### config.mk
export PLATFORM = sky130hd
export DESIGN_NAME = ins_fetch_unit
export DESIGN_NICKNAME = d
export VERILOG_FILES = /design/src/rtl/idp_pkg.sv /design/src/rtl/ins_fetch_unit_prog_counter.sv /design/src/rtl/ins_fetch_unit.sv
export SDC_FILE = /design/constraint.sdc
export NUM_CORES = 1
export LEC_CHECK = 0
export ABC_AREA = 1
export BUFFER_PORTS_ARGS = -buffer_cell sky130_fd_sc_hd__buf_2
export CAP_MARGIN = 25
export CORE_UTILIZATION = 42
export CTS_BUF_LIST = sky130_fd_sc_hd__clkbuf_4 sky130_fd_sc_hd__clkbuf_8 sky130_fd_sc_hd__clkbuf_16
export DETAILED_ROUTE_END_ITERATION = 10
export PLACE_DENSITY_LB_ADDON = 0.3
export REMOVE_ABC_BUFFERS = 1
export SETUP_SLACK_MARGIN = 0.02
export SLEW_MARGIN = 15
export SYNTH_ARGS = -nofsm -noshare
export SYNTH_HDL_FRONTEND = slang
export SYNTH_SLANG_ARGS = --single-unit
### constraint.sdc
create_clock -name clk -period 1.2 [get_ports clk]
set_input_delay 0.18 -clock clk [delete_from_list [all_inputs] [get_ports clk]]
set_output_delay 0.18 -clock clk [all_outputs]
set_load 0.02 [all_outputs]
### src/rtl/idp_pkg.sv
// Shared definitions for the instruction datapath: fetch FSM states and
// default widths/opcodes reused by the control store and latching stage.
package idp_pkg;

    localparam int unsigned DEF_ADDR_W  = 8;
    localparam int unsigned DEF_INS_W   = 8;
    localparam logic [7:0]  DEF_HALT_OP = 8'hFF;

    typedef enum logic [2:0] {
        S_IDLE,
        S_PROG,
        S_REQ,
        S_WAIT,
        S_HALT
    } fetch_state_t;

endpackage

### src/rtl/ins_fetch_unit_prog_counter.sv
// Program counter register: reset/load-complete restart, jump load, increment.
module prog_counter #(
    parameter int unsigned       ADDR_W     = 8,
    parameter logic [ADDR_W-1:0] PROG_START = '0
) (
    input  logic              clk,
    input  logic              rst,
    input  logic              rst_to_start,
    input  logic              load,
    input  logic              inc,
    input  logic [ADDR_W-1:0] load_addr,
    output logic [ADDR_W-1:0] pc
);

    // Restart beats jump, jump beats increment; increment wraps naturally.
    always_ff @(posedge clk) begin
        if (rst || rst_to_start) begin
            pc <= PROG_START;
        end else if (load) begin
            pc <= load_addr;
        end else if (inc) begin
            pc <= pc + 1'b1;
        end
    end

endmodule

### src/rtl/ins_fetch_unit.sv
// Instruction fetch unit: owns the PC, issues synchronous IRAM reads, returns
// each instruction with a one-cycle valid pulse, and streams program loads.
module ins_fetch_unit
    import idp_pkg::*;
#(
    parameter int unsigned       ADDR_W     = DEF_ADDR_W,
    parameter int unsigned       INS_W      = DEF_INS_W,
    parameter logic [ADDR_W-1:0] PROG_START = '0,
    parameter logic [INS_W-1:0]  HALT_OP    = INS_W'(DEF_HALT_OP)
) (
    input  logic              clk,
    input  logic              rst,
    input  logic              prog_mode,
    input  logic              prog_valid,
    input  logic [INS_W-1:0]  prog_data,
    input  logic              prog_last,
    output logic              prog_ready,
    output logic              prog_done,
    input  logic              fetch,
    input  logic              jump,
    input  logic [ADDR_W-1:0] jump_addr,
    output logic              iram_en,
    output logic              iram_we,
    output logic [ADDR_W-1:0] iram_addr,
    output logic [INS_W-1:0]  iram_din,
    input  logic [INS_W-1:0]  iram_dout,
    output logic [INS_W-1:0]  ins_out,
    output logic              ins_valid,
    output logic [ADDR_W-1:0] pc,
    output logic              busy
);

    fetch_state_t      state, state_next;
    logic [ADDR_W-1:0] wptr;
    logic              accept;
    logic              load_end;

    // A byte is taken only in S_PROG; gating with rst suppresses a write in the reset cycle.
    assign accept     = (state == S_PROG) && prog_valid && !rst;
    assign load_end   = accept && (prog_last || (wptr == '1));
    assign prog_ready = (state == S_PROG) && !rst;
    assign busy       = (state == S_REQ) || (state == S_WAIT) || (state == S_PROG);

    prog_counter #(
        .ADDR_W     (ADDR_W),
        .PROG_START (PROG_START)
    ) u_pc (
        .clk          (clk),
        .rst          (rst),
        .rst_to_start (load_end),
        .load         (jump && (state != S_PROG)),
        .inc          (state == S_REQ),
        .load_addr    (jump_addr),
        .pc           (pc)
    );

    // Next-state selection; a load completion wins over prog_mode dropping.
    always_comb begin
        state_next = state;
        unique case (state)
            S_IDLE: begin
                if (prog_mode) begin
                    state_next = S_PROG;
                end else if (fetch) begin
                    state_next = S_REQ;
                end
            end
            S_PROG: begin
                if (load_end || !prog_mode) begin
                    state_next = S_IDLE;
                end
            end
            S_REQ:  state_next = S_WAIT;
            S_WAIT: state_next = (iram_dout == HALT_OP) ? S_HALT : S_IDLE;
            S_HALT: begin
                if (prog_mode) begin
                    state_next = S_PROG;
                end
            end
            default: state_next = S_IDLE;
        endcase
    end

    // IRAM port mux: writes in S_PROG, reads in S_REQ, never both.
    always_comb begin
        iram_en   = 1'b0;
        iram_we   = 1'b0;
        iram_addr = '0;
        iram_din  = '0;
        if (accept) begin
            iram_we   = 1'b1;
            iram_addr = wptr;
            iram_din  = prog_data;
        end else if ((state == S_REQ) && !rst) begin
            iram_en   = 1'b1;
            iram_addr = pc;
        end
    end

    // State, load pointer, captured instruction and the two pulse outputs.
    always_ff @(posedge clk) begin
        if (rst) begin
            state     <= S_IDLE;
            wptr      <= '0;
            ins_out   <= '0;
            ins_valid <= 1'b0;
            prog_done <= 1'b0;
        end else begin
            state     <= state_next;
            ins_valid <= (state == S_WAIT);
            prog_done <= load_end;
            if (state == S_WAIT) begin
                ins_out <= iram_dout;
            end
            if ((state_next == S_PROG) && (state != S_PROG)) begin
                wptr <= '0;
            end else if (accept) begin
                wptr <= wptr + 1'b1;
            end
        end
    end

endmodule
==> out/qor.csv <==
stage,metric,value,unit
outcome,status,"complete, but fails checks",
outcome,failing checks,setup timing,
power_and_ir_drop,Overall Power,2700,uW
worst_setup_path,required time worst endpoint,1.02,ns
die,row count,22,
worst_setup_path,CP Max Fanout,6,
die,Die X,63.7,um
worst_setup_path,crit path DAT,1.63,ns
timing,Slew @ Worst Pin,0.507,ns
synth,"area leader, netlist",dfxtp_1,
synth,Avg Inst Size Synth,6.78,um^2
global_routing,total grt overflow,0,
synth,Mapped Cells,236,
timing,crit path time final,1.81,ns
global_routing,antenna violations before repair,0,
synth,Post-Synthesis Cell Area,1600,um^2
timing,setup TNS,-16.68,ns
worst_setup_path,CP startpoint kind,register,
synth,ys flop type,dfxtp_1,
timing,fmax,553,MHz
timing,Rel. slew slack,65.7,%
synth,Post-synth ARST share,0,%
synth,register area share after synthesis,36.3,%
die,IO Pins,69,
drt,vias per inst,5.27,
drt,wire per inst,17.0,um
hold_path,type of the worst min-delay path,input port to register,
placed_design,placed cell count,400,
placed_design,DPL Wire Length,3410,um
synth,dominant cells by area after synthesis,"dfxtp_1 (36%), nor2_1 (11%), nand2_1 (11%)",
synth,post-synth cell types,30,
clock_network,TritonCTS clock tree,yes,
global_routing,largest net degree at the start of global routing,9,
final_layout,Layout fillers,223,
power_and_ir_drop,Leak,0.00142,uW
timing,Hold Fails Final Rpt,0,
placed_design,GPL Wtd Cong,0.811,
synth,number of synthesized flops with an enable pin,0,
worst_setup_path,slowest library cell on the worst path,dfxtp_2,
clock_network,CTS buffer count,5,
timing,Worst Clk Skew,0.0100,ns
flow_run,Max-Cap Viols,0,
global_routing,vias in the first global route,2052,
final_layout,Ant. Diodes,0,
drt,ANT nets after route,0,
synth,share of the synthesized area in the top cell type,36.3,%
drt,router iterations before antenna repair,4,
clock_network,clk buf depth,2,
final_layout,Final nets,401,
clock_network,H-tree depth,2,
die,chip height,63.7,um
worst_setup_path,CP Cell Sequence,"inv_2, nor2_2, inv_2, nor2_4, inv_2, nor2_4, inv_4, o22ai_2, buf_6",
clock_network,Skew-Pair Late Insertion Delay,0.29,ns
worst_setup_path,CP bufs+invs,5,
power_and_ir_drop,peak supply drop,706,uV
drt,vias,2192,
timing,Final period util,151,%
clock_network,clock sinks,29,
die,Starting Density,43.7,%
synth,most common cell in the netlist,nor2_1,
worst_setup_path,slowest cell delay on critical path,0.34,ns
clock_network,Clk Tree Root Cell,clkbuf_8,
synth,Synth Warn #,0,
final_layout,"non-filler cells, final",416,
die,CORE AREA,3660,um^2
global_routing,gr usage total,29.9,%
worst_setup_path,"Worst Path Class, Setup",register to primary output,
power_and_ir_drop,PwrDens,914,nW/um^2
timing,RSZ-0062 raised after global routing,true,
timing,Slew Limit Fails,0,
timing,Final setup viols,48,
timing,final worst setup slack,-0.607,ns
synth,synth cell count leaders,"nor2_1 (47), nand2_1 (45), inv_1 (33)",
worst_setup_path,CP most frequent cell,inv_2,
final_layout,share of cells above drive strength 1,55.7,%
clock_network,clk slew on worst S/H paths,0.06,ns
placed_design,IO Port Bufs,68,
drt,total DRC errors in the routed layout,0,
worst_setup_path,CP top delay family,buffers and inverters,
drt,WL final,7060,um
synth,post-synthesis sequential element count,29,
die,Die ar.,4060,um^2
worst_setup_path,Worst setup EP type,primary output,
final_layout,area growth from synthesis to layout,84.5,%
global_routing,global-route wire length before repair,9220,um
clock_network,Hold Buf Count CTS,0,
drt,initial DRC count,185,
report_power, final:
group / leakage, uW / total [uW] / switching, uW / internal (uW)
sequential: 0.000237 / 1040 / 34.4 / 1010
clock: 0.0000477 / 856 / 379 / 477
combinational: 0.00113 / 799 / 463 / 336
per-stage QoR:
stage	instance area (um^2)	utilization, %	setup WS, ns	hold WS, ns
final	2950	80.6	-0.607	0.139
after global routing	2950	80.6	-0.633	0.168
after CTS	2750	75.1	-0.430	0.143
after detailed placement	2370	64.8	-0.270	0.433
after global placement	2370	64.8	-0.201	0.418
after floorplan	1560	-	-0.636	0.249
flip-flops by register name (all words and copies together) (netlist names):
| name | count |
|---|---|
| state | 3 |
| ins_valid | 1 |
| u_pc.pc | 8 |
| ins_out | 8 |
| wptr | 8 |
| prog_done | 1 |
metal layers:
metal  part of all wire (%)  global-route usage, %  vias to the layer above
met5                      0                      0                        -
met4                    6.7                   15.6                        0
met3                    7.2                   6.52                       41
met2                     49                   50.7                      130
met1                     37                   34.8                     1019
li1                       -                      -                     1002
logic make-up (layout without fill, tap and decap cells):
group / count (synthesis) / after routing / share of synthesized area, %
simple gates: 118 / 118 / 33.1
fa+ha+maj: 2 / 2 / 1.56
xor+xnor: 9 / 9 / 4.93
compound gates: 33 / 33 / 12.2
buf+inv: 45 / 177 / 11.9
flops: 29 / 29 / 36.3
area by class of cell:
type | count | area, um^2 | area share, %
Inverter | 40 | 168 | 5.68
Timing Repair Buffer | 130 | 976 | 33.1
Clock buffer | 7 | 90.1 | 3.05
Sequential cell | 29 | 583 | 19.8
Tap cell | 48 | 60.1 | 2.04
Multi-Input combinational cell | 162 | 1070 | 36.4
cell usage in the layout, fill, tap and decap left out, types with 4 or more instances in the layout:
| master | count |
|---|---|
| nand2_2 | 5 |
| nand2_1 | 40 |
| nor2_1 | 25 |
| o21ai_0 | 8 |
| nor2_2 | 13 |
| buf_4 | 51 |
| o22ai_2 | 4 |
| inv_2 | 6 |
| dfxtp_1 | 27 |
| nor2_4 | 14 |
| a21oi_2 | 4 |
| nand3_1 | 6 |
| xor2_1 | 8 |
| inv_1 | 30 |
| buf_2 | 50 |
| buf_6 | 26 |
| clkbuf_8 | 6 |
final timing paths:
check / startpoint / to / slack [ns] / depth (start not counted)
max: state[1]$_SDFF_PP0_ / iram_addr[0] / -0.61 / 9
min: iram_dout[0] / ins_out[0]$_SDFFE_PP0P_ / 0.14 / 3
max reg2reg: state[1]$_SDFF_PP0_ / wptr[6]$_SDFFE_PP0P_ / -0.53 / 10
min reg2reg: ins_out[1]$_SDFFE_PP0P_ / ins_out[1]$_SDFFE_PP0P_ / 0.48 / 2
worst reg2reg max path, delay by kind of cell, from the launching register on:
| family | cells | cell delay [ns] |
|---|---|---|
| simple gates | 5 | 0.58 |
| buf+inv | 4 | 0.44 |
| flops | 1 | 0.33 |
| xor+xnor | 1 | 0.28 |
what timing repair did:
action | in CTS | in global routing
pin swaps | 11 | 9
endpoints found under the hold margin | 0 | 0
setup endpoints to repair | 47 | 47
cloned | 1 | 0
setup buffers | 7 | 2
resized for setup | 74 | 53
Note: power is estimated with default switching activity, not from simulation.
